### src/rtl/slavefifo2b_out_stage.sv
// FX3 Slave FIFO 2-bit output stage: flag registering, generator arbitration
// with a drain interval between modes, registered GPIF pins and a write counter.
module slavefifo2b_out_stage #(
   parameter int DATA_W       = 32,
   parameter int DRAIN_CYCLES = 8
) (
   input  logic              clk_100,
   input  logic              reset,
   input  logic [1:0]        mode_req,
   input  logic              flaga,
   input  logic              flagb,
   output logic              flaga_d,
   output logic              flagb_d,
   output logic              partial_mode_selected,
   output logic              streamin_mode_selected,
   output logic              zlp_mode_selected,
   input  logic              slwr_partial_,
   input  logic              pktend_partial_,
   input  logic [DATA_W-1:0] data_out_partial,
   input  logic              slwr_streamin_,
   input  logic [DATA_W-1:0] data_out_streamin,
   input  logic              slwr_zlp_,
   input  logic              pktend_zlp_,
   input  logic [DATA_W-1:0] data_out_zlp,
   output logic              slcs_,
   output logic              slwr_,
   output logic              slrd_,
   output logic              sloe_,
   output logic              pktend_,
   output logic [1:0]        faddr,
   output logic [DATA_W-1:0] fdata,
   output logic [1:0]        active_mode,
   output logic              busy,
   output logic [15:0]       wr_count
);

   localparam logic [1:0] IDLE   = 2'd0;
   localparam logic [1:0] ACTIVE = 2'd1;
   localparam logic [1:0] DRAIN  = 2'd2;

   localparam logic [1:0] MODE_PARTIAL  = 2'd1;
   localparam logic [1:0] MODE_STREAMIN = 2'd2;
   localparam logic [1:0] MODE_ZLP      = 2'd3;

   localparam logic [7:0] DRAIN_LOAD = 8'(DRAIN_CYCLES - 1);

   logic [1:0]        state, state_nxt;
   logic [1:0]        mode_req_r;
   logic [7:0]        drain_cnt;
   logic              gen_slwr, gen_pktend;
   logic [DATA_W-1:0] gen_data;

   // write-only access to socket 0
   assign slrd_ = 1'b1;
   assign sloe_ = 1'b1;
   assign faddr = 2'b00;

   assign busy                   = (state == DRAIN);
   assign partial_mode_selected  = (state == ACTIVE) && (active_mode == MODE_PARTIAL);
   assign streamin_mode_selected = (state == ACTIVE) && (active_mode == MODE_STREAMIN);
   assign zlp_mode_selected      = (state == ACTIVE) && (active_mode == MODE_ZLP);

   always_ff @(posedge clk_100 or posedge reset) begin
      if (reset) begin
         flaga_d    <= 1'b0;
         flagb_d    <= 1'b0;
         mode_req_r <= 2'd0;
      end else begin
         flaga_d    <= flaga;
         flagb_d    <= flagb;
         mode_req_r <= mode_req;
      end
   end

   always_comb begin
      state_nxt = state;
      case (state)
         IDLE:    if (mode_req_r != 2'd0) state_nxt = ACTIVE;
         ACTIVE:  if (mode_req_r != active_mode) state_nxt = DRAIN;
         DRAIN:   if (drain_cnt == 8'd0) state_nxt = IDLE;
         default: state_nxt = IDLE;
      endcase
   end

   always_ff @(posedge clk_100 or posedge reset) begin
      if (reset) begin
         state       <= IDLE;
         active_mode <= 2'd0;
         drain_cnt   <= 8'd0;
      end else begin
         state <= state_nxt;
         if (state == IDLE && state_nxt == ACTIVE)
            active_mode <= mode_req_r;
         else if (state == DRAIN && state_nxt == IDLE)
            active_mode <= 2'd0;
         if (state == ACTIVE && state_nxt == DRAIN)
            drain_cnt <= DRAIN_LOAD;
         else if (state == DRAIN && drain_cnt != 8'd0)
            drain_cnt <= drain_cnt - 8'd1;
      end
   end

   // stream-in stage has no packet-end strobe
   always_comb begin
      gen_slwr   = 1'b1;
      gen_pktend = 1'b1;
      gen_data   = '0;
      case (active_mode)
         MODE_PARTIAL: begin
            gen_slwr   = slwr_partial_;
            gen_pktend = pktend_partial_;
            gen_data   = data_out_partial;
         end
         MODE_STREAMIN: begin
            gen_slwr   = slwr_streamin_;
            gen_data   = data_out_streamin;
         end
         MODE_ZLP: begin
            gen_slwr   = slwr_zlp_;
            gen_pktend = pktend_zlp_;
            gen_data   = data_out_zlp;
         end
         default: ;
      endcase
   end

   always_ff @(posedge clk_100 or posedge reset) begin
      if (reset) begin
         slcs_   <= 1'b1;
         slwr_   <= 1'b1;
         pktend_ <= 1'b1;
         fdata   <= '0;
      end else begin
         slcs_ <= (state_nxt == IDLE);
         if (state == ACTIVE) begin
            slwr_   <= gen_slwr;
            pktend_ <= gen_pktend;
            fdata   <= gen_data;
         end else begin
            slwr_   <= 1'b1;
            pktend_ <= 1'b1;
         end
      end
   end

   // counts strobes actually presented on the pin, per mode session
   always_ff @(posedge clk_100 or posedge reset) begin
      if (reset)
         wr_count <= 16'd0;
      else if (state == IDLE && state_nxt == ACTIVE)
         wr_count <= 16'd0;
      else if (!slwr_ && wr_count != 16'hFFFF)
         wr_count <= wr_count + 16'd1;
   end

endmodule

### config.mk
export PLATFORM = sky130hd
export DESIGN_NAME = slavefifo2b_out_stage
export DESIGN_NICKNAME = d
export VERILOG_FILES = /design/src/rtl/slavefifo2b_out_stage.sv
export SDC_FILE = /design/constraint.sdc
export NUM_CORES = 1
export LEC_CHECK = 0
export CELL_PAD_IN_SITES_DETAIL_PLACEMENT = 1
export CELL_PAD_IN_SITES_GLOBAL_PLACEMENT = 1
export CORE_MARGIN = 4
export CORE_UTILIZATION = 46
export DETAILED_ROUTE_END_ITERATION = 8
export DONT_BUFFER_PORTS = 1
export PLACE_DENSITY = 0.8
export SLEW_MARGIN = 40
export SYNTH_ARGS = -nofsm -noshare
export SYNTH_HDL_FRONTEND = slang
export SYNTH_SLANG_ARGS = --single-unit
### constraint.sdc
create_clock -name clk_100 -period 2.5 [get_ports clk_100]
set_input_delay 0.5 -clock clk_100 [delete_from_list [all_inputs] [get_ports clk_100]]
set_output_delay 0.5 -clock clk_100 [all_outputs]
set_load 0.01 [all_outputs]
==> flow_summary.toml, run 1 <==
[critical_path]
crit_path_max_incr_delay_ns = 0.59
arrival_ns = 2.47
crit_type = "flop to flop"
worstPathMaxFanout = 7
cp-start-kind = "flop"
timing.critical_path.mode_cell = "or4_1"
crit_path_top_delay_cell = "or4_1"
cp.required_ns = 2.74
cp-end-kind = "flop"
worstPathCellList = "nand4b_1, or4_1, or4_1, a21oi_1"

[synthesis]
avgSynthCellArea_um2 = 9.64
muxShareOfSynthArea = 0.117
yosys.cell_types.count = 50
synth.most_common_cell = "nor2_1"
yosysWarnings = 0
ys_top_cells_by_area = "dfrtp_1 (44%), mux2_2 (10%), a221oi_1 (8.0%)"
synth_top_family_by_area = "simple AND/OR/NAND/NOR gates"
synth_xor_xnor_area_share = 0.0146
syn_inst = 374
synthTopCellsByCount = "nor2_1 (71), dfrtp_1 (64), a221oi_1 (33)"
synth_compound_area_frac = 0.167
synthAdderAreaFrac = 0.00694
ys_ff_latch = 67
synth_flop_cell = "dfrtp_1"
async_flop_share = 1.00
synth_enable_flop_cells = 0
seq_area_frac_synth = 0.466
yosysTopAreaCell = "dfrtp_1"
synth_top_area_share = 0.444
yosys.area_share.simple = 0.179
synthesis.area_mm2 = 0.00361

[flow_run]
drv_cap = 0

[sta]
slew_violations = 0
rsz0062_at_grt = "false"
fmax_mhz = 448
worst_pin_slew_ns = 0.557
period_minus_slack_ns = 2.23
finalCritPeriodShare = 0.892
skew_ns = 0.0130
setup_viol = 0
fin_tns_setup_ns = 0
hold_violations = 0
max_slew_margin = 0.619

[clocking]
clock-sinks = 67
cts-root-buf = "clkbuf_8"
postCtsHoldBufs = 0
ctsResizeCount = 0
cts_made_buffers = 9
cts_post_setup_buffers_inserted = 0
htreeDepth = 3
clock_latency_ns = 0.34
path_clk_slew_ns = 0.08
cts_tree = "done"
cts.path.max_buffers = 2

[grt]
busiest_layer = "met2"
grt_pass1_wl_um = 15500
grt_pass1_vias = 3031
grt_start_max_net_pins = 37
use_met3 = 0.0596
grtUsageTotal = 0.217
grt_use_met2 = 0.357
gr-total-overflow = 0
antenna_found_initial = 0
use_met1 = 0.277

[placed_design]
gp_congestion = 0.826
placedCellCount = 465
placed_cell_area_mm2 = 0.00376
port_buffers = 0
dp_hpwl_um = 7760

[power]
clkPwrFrac = 0.168
p_sw_uw = 1960
p_comb_frac = 0.403
power_switching_share = 0.429
p_int_uw = 2610
ir_worst_vdd_mv = 0.570
leakagePower_uw = 0.00158
pwr_density_cell_mw_per_mm2 = 1160
p_seq_frac = 0.429

[drt]
num_vias = 2938
drt_wl_total_um = 10200
drtAntennaViolNets = 0
drc = 0
vias_per_cell = 6.11
drt-initial-drc-count = 77
first_pass_iters = 4
wl_per_cell_um = 21.2

[hold_path]
min_path_type = "input port to async pin"

[finish]
final_area_mm2 = 0.00393
area_delta_synth_final_pct = 8.88
final_nets = 483
drive_gt1_frac = 0.190
fin_cells = 481
n_antenna_cell = 0

[run_status]
status = "finished clean"

[floorplanning]
start_util = 0.469
dieHeight_um = 96.5
dieArea_mm2 = 0.00932
ios = 170
dieWidth_um = 96.5
num_rows = 32
core_mm2 = 0.00769
## cell type report
type | instances | area (um2)
clock buffers | 11 | 131
clock inverters | 5 | 31.3
fillers | 866 | 3760
inverters | 14 | 52.6
multi-input cells | 267 | 1760
flip-flops and latches | 67 | 1680
well taps | 102 | 128
repair buffers | 15 | 138
## sequential cells by signal, summed over array words and instances, names as in the netlist, 2 cells and up
signal       count
fdata           32
wr_count        16
drain_cnt        8
active_mode      2
mode_req_r       2
state            2
## routing by layer
metal / wire [um] / share of wire
met5: 0 / 0
met4: 141 / 0.014
met3: 706 / 0.069
met2: 5220 / 0.51
met1: 4140 / 0.41
## per-stage QoR
step | util | worst slack [ns] | total power, uW | hold slack [ns]
6_report | 0.511 | 0.270 | 4570 | 0.0893
5_1_grt | 0.511 | 0.140 | 4950 | 0.114
4_1_cts | 0.511 | 0.306 | 4630 | 0.0941
3_5_place_dp | 0.490 | 0.328 | 3860 | 0.466
3_3_place_gp | 0.490 | 0.429 | 3740 | 0.459
2_1_floorplan | - | 0.322 | 3260 | 0.490
## layout by cell type, fill, tap and decap left out, drive strengths merged, types with 3 or more instances in the layout
| cell | synthesis | layout |
|---|---|---|
| clkinv | 0 | 4 |
| buf | 6 | 15 |
| o31ai | 4 | 4 |
| nor2 | 71 | 71 |
| nor3 | 5 | 5 |
| inv | 14 | 14 |
| o21ai | 10 | 10 |
| o211ai | 3 | 3 |
| nor4 | 3 | 3 |
| dfrtp | 64 | 64 |
| a21oi | 13 | 13 |
| nand2b | 4 | 4 |
| nor2b | 4 | 4 |
| clkbuf | 22 | 11 |
| nand2 | 24 | 24 |
| or4 | 8 | 8 |
| mux2i | 6 | 6 |
| xnor2 | 4 | 4 |
| nand3 | 3 | 3 |
| or3 | 4 | 4 |
| conb | 2 | 4 |
| mux2 | 32 | 32 |
| dfstp | 3 | 3 |
| a2111oi | 3 | 3 |
| and2 | 3 | 3 |
| a221oi | 33 | 33 |
## worst paths after layout
check | startpoint | to | slack [ns] | cells after the start
setup / recovery | wr_count[2] | wr_count[13] | 0.27 | 4
hold / removal | reset | fdata[6] | 0.09 | 1
setup reg to reg | wr_count[2] | wr_count[13] | 0.27 | 4
hold reg to reg | state[1] | state[0] | 0.58 | 1
max in group asynchronous | reset | slcs_ | 1.77 | 2
min in group clk_100 | mode_req[1] | mode_req_r[1] | 0.18 | 0
## power groups by stage
stage	Clock (uW)	Sequential (uW)	Combinational, uW
after floorplan	0	1840	1420
after global placement	0	1980	1760
after detailed placement	0	1990	1870
after CTS	793	1970	1870
after global routing	839	2020	2080
final	765	1960	1840
## critical path, delay by kind of cell, from the launching register on
family / cells / cell delay, ns
AND/OR/NAND/NOR: 3 / 1.44
flip-flops: 1 / 0.49
AO/OA/AOI/OAI: 1 / 0.21
## logic make-up (layout without fill, tap and decap cells)
| group | after synthesis | count (layout) |
|---|---|---|
| compound gates | 80 | 80 |
| xor+xnor | 6 | 6 |
| fa+ha+maj | 2 | 2 |
| buf+inv | 42 | 45 |
| flops | 67 | 67 |
| mux | 38 | 38 |
| other cells | 2 | 4 |
| simple gates | 137 | 137 |
(Power assumes the default switching activity.)
==> run 2, diff against run 1 <==
--- a/config.mk
+++ b/config.mk
@@ -9,6 +9,7 @@
 export CELL_PAD_IN_SITES_GLOBAL_PLACEMENT = 1
 export CORE_MARGIN = 4
 export CORE_UTILIZATION = 46
+export CTS_CLUSTER_DIAMETER = 80
 export DETAILED_ROUTE_END_ITERATION = 8
 export DONT_BUFFER_PORTS = 1
 export PLACE_DENSITY = 0.8
==> results of run 2 <==
The final DEF is identical to that of run 1; final timing and power are the same.
==> run 3, diff against run 2 <==
--- a/config.mk
+++ b/config.mk
@@ -13,6 +13,7 @@
 export DETAILED_ROUTE_END_ITERATION = 8
 export DONT_BUFFER_PORTS = 1
 export PLACE_DENSITY = 0.8
+export SKIP_LAST_GASP = 1
 export SLEW_MARGIN = 40
 export SYNTH_ARGS = -nofsm -noshare
 export SYNTH_HDL_FRONTEND = slang
==> results of run 3 <==
The final DEF is identical to that of run 1; final timing and power are the same.
